--- config.mk ---
export PLATFORM = sky130hd
export DESIGN_NAME = shift_deserializer
export DESIGN_NICKNAME = d
export VERILOG_FILES = /design/src/rtl/shift_deser_pkg.sv /design/src/rtl/deser_bit_counter.sv /design/src/rtl/shift_deserializer.sv
export SDC_FILE = /design/constraint.sdc
export NUM_CORES = 1
export LEC_CHECK = 0
export ABC_AREA = 1
export CORE_ASPECT_RATIO = 2
export CORE_MARGIN = 3
export CORE_UTILIZATION = 49
export DETAILED_ROUTE_END_ITERATION = 6
export PLACE_DENSITY = 0.81
export SETUP_SLACK_MARGIN = 0.05
export SLEW_MARGIN = 20
export SYNTH_ARGS = -nofsm -noshare
export SYNTH_HDL_FRONTEND = slang
export SYNTH_HIERARCHICAL = 1
export SYNTH_SLANG_ARGS = --single-unit
--- constraint.sdc ---
create_clock -name clk -period 2.2 [get_ports clk]
set_clock_uncertainty 0.2 [all_clocks]
set_input_delay 0.55 -clock clk [delete_from_list [all_inputs] [get_ports clk]]
set_output_delay 0.55 -clock clk [all_outputs]
set_load 0.01 [all_outputs]
--- src/rtl/shift_deser_pkg.sv ---
// Shared types and constants for the serial-in, parallel-out receiver.
package shift_deser_pkg;

    localparam int W_DEF = 8;

    localparam logic MSB_FIRST = 1'b0;
    localparam logic LSB_FIRST = 1'b1;

    typedef enum logic [1:0] {
        IDLE,
        COLLECT,
        PAR
    } state_t;

endpackage

--- src/rtl/deser_bit_counter.sv ---
// Down-counter tracking the data bits left in the current word.
module deser_bit_counter #(
    parameter int NW = 3
) (
    input  logic          clk,
    input  logic          reset,
    input  logic          start,
    input  logic          step,
    input  logic [NW-1:0] n,
    output logic          last
);

    logic [NW-1:0] cnt;

    // On the first bit the count register is stale, so compare N directly.
    assign last = start ? (n == '0) : (cnt == '0);

    always_ff @(posedge clk) begin
        if (reset) begin
            cnt <= '0;
        end else if (start) begin
            cnt <= last ? '0 : n - NW'(1);
        end else if (step) begin
            cnt <= last ? '0 : cnt - NW'(1);
        end
    end

endmodule

--- src/rtl/shift_deserializer.sv ---
// Serial-in, parallel-out receiver with a one-entry valid/ready output.
// Define SHIFT_DESER_PARITY_EN for a trailing even-parity bit per word.
module shift_deserializer
    import shift_deser_pkg::*;
#(
    parameter int W  = W_DEF,
    parameter int NW = $clog2(W)
) (
    input  logic          clk,
    input  logic          reset,
    input  logic          sin,
    input  logic          sin_valid,
    input  logic          RnL,
    input  logic [NW-1:0] N,
    output logic [W-1:0]  out,
    output logic          out_valid,
    input  logic          out_ready,
    output logic          busy,
    output logic          overrun,
    output logic          parity_err
);

`ifdef SHIFT_DESER_PARITY_EN
    localparam logic PAR_EN = 1'b1;
`else
    localparam logic PAR_EN = 1'b0;
`endif

    state_t        state;
    logic          cfg_rnl;
    logic [NW-1:0] cfg_n;
    logic [W-1:0]  sr;
    logic [W-1:0]  sr_next;
    logic [W-1:0]  src;
    logic [W-1:0]  mask;
    logic [W-1:0]  word;
    logic [NW-1:0] eff_n;
    logic [NW-1:0] sh;
    logic          eff_rnl;
    logic          first;
    logic          data_bit;
    logic          last;
    logic          complete;
    logic          load_out;

    assign first    = sin_valid && (state == IDLE);
    assign data_bit = sin_valid && (state != PAR);

    // The first bit of a word uses the live config; later bits the latched one.
    assign eff_rnl = (state == IDLE) ? RnL : cfg_rnl;
    assign eff_n   = (state == IDLE) ? N : cfg_n;

    assign sr_next = (eff_rnl == LSB_FIRST) ? {sin, sr[W-1:1]}
                                            : {sr[W-2:0], sin};

    // The parity bit never enters sr, so in PAR the word is already complete.
    assign src  = (state == PAR) ? sr : sr_next;
    assign sh   = NW'(W - 1) - eff_n;
    assign mask = {W{1'b1}} >> sh;
    assign word = (eff_rnl == LSB_FIRST) ? (src >> sh) : (src & mask);

    assign complete = PAR_EN ? (sin_valid && (state == PAR))
                             : (data_bit && last);
    assign load_out = complete && (!out_valid || out_ready);

    assign busy = (state != IDLE);

    deser_bit_counter #(
        .NW (NW)
    ) u_cnt (
        .clk   (clk),
        .reset (reset),
        .start (first),
        .step  (data_bit && !first),
        .n     (N),
        .last  (last)
    );

    always_ff @(posedge clk) begin
        if (reset) begin
            state     <= IDLE;
            cfg_rnl   <= 1'b0;
            cfg_n     <= '0;
            sr        <= '0;
            out       <= '0;
            out_valid <= 1'b0;
            overrun   <= 1'b0;
        end else begin
            if (data_bit) begin
                sr <= sr_next;
            end
            if (first) begin
                cfg_rnl <= RnL;
                cfg_n   <= N;
            end

            case (state)
                IDLE, COLLECT: begin
                    if (data_bit) begin
                        if (!last) begin
                            state <= COLLECT;
                        end else if (PAR_EN) begin
                            state <= PAR;
                        end else begin
                            state <= IDLE;
                        end
                    end
                end
                PAR: begin
                    if (sin_valid) begin
                        state <= IDLE;
                    end
                end
                default: state <= IDLE;
            endcase

            if (load_out) begin
                out       <= word;
                out_valid <= 1'b1;
            end else if (complete) begin
                overrun <= 1'b1;
            end else if (out_valid && out_ready) begin
                out_valid <= 1'b0;
            end
        end
    end

`ifdef SHIFT_DESER_PARITY_EN
    always_ff @(posedge clk) begin
        if (reset) begin
            parity_err <= 1'b0;
        end else if (load_out) begin
            parity_err <= (^word) ^ sin;
        end
    end
`else
    assign parity_err = 1'b0;
`endif

endmodule

==> impl_summary.txt <==
----------------------------------------------------
[Clock network]
  Clock tree buffer depth ... 2
  Clock-pin slew on the worst setup and hold paths ... 0.10 ns
  H-tree levels ... 1
  Clock sink count ... 26
  Cts bufs inserted ... 3
  CTS tree ... built
  Clock Latency Late Sink ... between 0.2 and 0.3 ns
  Quantity of hold-fixing buffers added after cts ... 0
  Root Buffer Master ... clkbuf_8

[Synthesis]
  Synthesized-area fraction occupied by and/or/nand/nor cells ... 0.359
  Main combinational cell family by area after synthesis ... simple AND/OR/NAND/NOR gates
  Syn nets ... ~270
  Complex-gate fraction of the synthesized area ... 0.166
  Post-synthesis average cell area ... 6.53 um2
  Cells after Synth ... around 260
  Count of warnings emitted by yosys ... 6
  Register bit total from synthesis ... 26
  Seq/Total Area, Yosys ... 0.313
  Syn Std Cell Area ... about 1700 um2
  Proportion of synthesized area in mux cells ... 0
  Adder-cell share of the synthesized area ... 0.0301
  Area share of xor/xnor cells in the synthesized design ... 0
  Post-synthesis cell type count ... 29

[GRT]
  Antenna violations before repair ... 0
  Met2 Usage GRT ... 0.458
  Global-route wire length before repair ... about 7500 um
  Most Crowded Layer GR ... met2
  Via count of the first global-routing pass ... 1839
  Maximum number of pins on one net before global-route repair ... 18
  GRT Util Overall ... 0.243
  Grt met1 use ... 0.221
  Met3 global-route usage ... 0.0305
  Overall overflow remaining after global route ... 0

[Drt]
  Via count of the routed design ... 1795
  Vias per cell ... 5.46
  WL/cell ... approximately 13 um
  Drt drc ... 0
  Starting DRT DRC Count ... 48
  Router iterations before antenna repair ... 4
  Remaining antenna violation count after routing ... 0
  Routed WL ... 4390 um

[Power]
  Power per cell area ... 661 nW/um2
  Static power due to leakage ... ~1.1 nW
  Switching power summed over all nets ... between 400 and 500 uW
  Total Power Consumption ... 1.41 mW
  Maximum vdd drop ... between 0.4 and 0.5 mV
  Sw Ratio ... 0.323
  Combinational fraction of design power ... 0.335
  Power Internal ... approximately 960 uW
  Part of the power in the clock network ... 0.285
  Power share of the sequential group ... 0.380

[Setup path]
  Critical path buffers and inverters ... 1
  Cell breakdown of the critical path ... clkdlybuf4s50_1
  CP peak stage delay ... 0.59 ns
  Max stage delay cell, worst path ... clkdlybuf4s50_1
  Crit path kind ... reg -> out
  Worst Setup End Kind ... output pin
  Required time at the endpoint of the critical path ... 1.45 ns
  Crit Path Max Fanout ... 8
  Reg-to-reg startpoint ... state[0]$_SDFFE_PP0P_
  Worst Path Arrival ... 1.35 ns
  CP delay by family, top ... buffers and inverters
  Launch point of the worst path ... state[0]$_SDFFE_PP0P_
  CP Launch Type ... register

[Timing]
  Hold violation count in the final report ... 0
  Final worst setup slack ... between 0.09 and 0.1 ns
  Setup repair after global routing missed its margin ... no
  Fraction of the cycle the final worst path needs ... 0.956
  Number of slew-limit violations in the final report ... 0
  Min cycle time layout ... around 2.1 ns
  Fmax ... approximately 480 MHz
  Worst Hold Margin ... 0.257 ns
  Setup violation total in the final timing report ... 0

[Final layout]
  Layout filler cell count ... approximately 290
  Cell Count, Final, Fillers Out ... 329
  NumNets Final ... 312
  Summed area of non-filler cells in the final layout ... 2140 um2
  Area growth, synth to finish ... 28.2%
  Most common cell after layout, fill and taps aside ... nand2_1
  Highest-count cells in the layout ignoring fill and taps ... 52 x nand2_1, 46 x nand3_1, 35 x inv_1
  Fraction of layout instances using a drive strength above 1 ... 0.198
  Antenna diode count ... 0

[Min path]
  Launch point of the worst hold path ... cfg_n[1]$_SDFFE_PP0P_
  Hold Path Class ... reg -> reg

[Die]
  Core area ... 3230 um2
  Count of boundary I/O pins ... 21
  Chip height ... 88.4 um
  Starting Density ... 0.516
  Std-Cell Rows ... 29
  Width of the die ... between 40 and 50 um
  Total die area ... 4180 um2

[Place]
  DPL Wire Length ... 3520 um
  Placed inst area ... 2050 um2
  IO buf count ... 19
  Number of placed instances with taps included ... 325
  Setup WS pre-CTS ... -0.301 ns
  Placer congestion estimate ... 0.949

[Flow run]
  Max Cap Viol ... 0

[Outcome]
  Status ... completed

----------------------------------------------------
cell type report:
| cell class | instances | area [um2] | share of cell area |
|---|---|---|---|
| clock buffers | 3 | 41.3 | 0.0193 |
| clock inverters | 1 | 30.0 | 0.0141 |
| inverters | 44 | 168 | 0.0785 |
| multi-input cells | 178 | 938 | 0.439 |
| flip-flops and latches | 26 | 522 | 0.244 |
| well taps | 31 | 38.8 | 0.0182 |
| repair buffers | 46 | 398 | 0.186 |
routing by layer:
layer  wire (um)  part of all wire  vias to the layer above
met5           0                 0                        -
met4         234             0.053                        0
met3          67             0.015                       19
met2        2540              0.58                       36
met1        1550              0.35                      831
li1            -                 -                      909
synth_stat cells:
| library cell | count | area share |
|---|---|---|
| nand2_1 | 52 | 0.12 |
| nand3_1 | 46 | 0.14 |
| inv_1 | 39 | 0.088 |
| dfxtp_1 | 26 | 0.31 |
| nor2_1 | 20 | 0.045 |
| a21oi_1 | 13 | 0.039 |
| o21ai_0 | 13 | 0.039 |
| o211ai_1 | 7 | 0.032 |
| a21oi_2 | 4 | 0.021 |
| ha_1 | 4 | 0.030 |
| inv_2 | 4 | 0.0090 |
| clkbuf_1 | 3 | 0.0068 |
| nand2_2 | 3 | 0.011 |
| nor2_4 | 3 | 0.020 |
| buf_4 | 2 | 0.0090 |
| buf_6 | 2 | 0.014 |
| nand2_4 | 2 | 0.014 |
| a211oi_1 | 1 | 0.0045 |
| a22oi_1 | 1 | 0.0045 |
| a31oi_1 | 1 | 0.0038 |
| conb_1 | 1 | 0.0023 |
| inv_4 | 1 | 0.0038 |
| nand3_2 | 1 | 0.0060 |
| nand4_1 | 1 | 0.0038 |
| nor2_2 | 1 | 0.0038 |
| o21ai_1 | 1 | 0.0030 |
| o21ai_2 | 1 | 0.0053 |
| o21ai_4 | 1 | 0.0098 |
| o21bai_1 | 1 | 0.0045 |
worst paths after layout:
| path | to | slack (ns) | depth (start not counted) |
|---|---|---|---|
| max | busy | 0.1 | 1 |
| min | cfg_n[1]$_SDFFE_PP0P_ | 0.26 | 2 |
| max reg2reg | out[6]$_SDFFE_PP0P_ | 0.32 | 8 |
| min reg2reg | cfg_n[1]$_SDFFE_PP0P_ | 0.26 | 2 |
cell families (layout without fill, tap and decap cells):
group,Yosys count,after routing
compound gates,44,44
fa+ha+maj,4,4
buf+inv,51,94
flops,26,26
other cells,1,1
simple gates,129,129
per-stage QoR:
step	setup TNS, ns	util
floorplan	0	-
global placement	-1.34	0.635
detailed placement	-1.88	0.635
CTS	0	0.660
global route	0	0.661
finish	0	0.661
flip-flops by register name (all words and copies together) (netlist names):
register	count
cfg_n	3
cfg_rnl	1
out	8
out_valid	1
overrun	1
sr	8
state	1
u_cnt/cnt	3
what timing repair did:
item	CTS	global route
gates resized for setup	3	6
buffers inserted	0	0
pin swaps	0	4
endpoints found under the setup margin	5	8
cloned	0	0
power by group through the flow:
stage / Sequential (mW) / Clock [mW] / Combinational, mW
floorplan: 0.545 / 0 / 0.295
global placement: 0.546 / 0 / 0.459
detailed placement: 0.546 / 0 / 0.467
CTS: 0.537 / 0.409 / 0.472
global route: 0.541 / 0.435 / 0.533
finish: 0.537 / 0.403 / 0.473
Power figures use the tool's default switching activity.
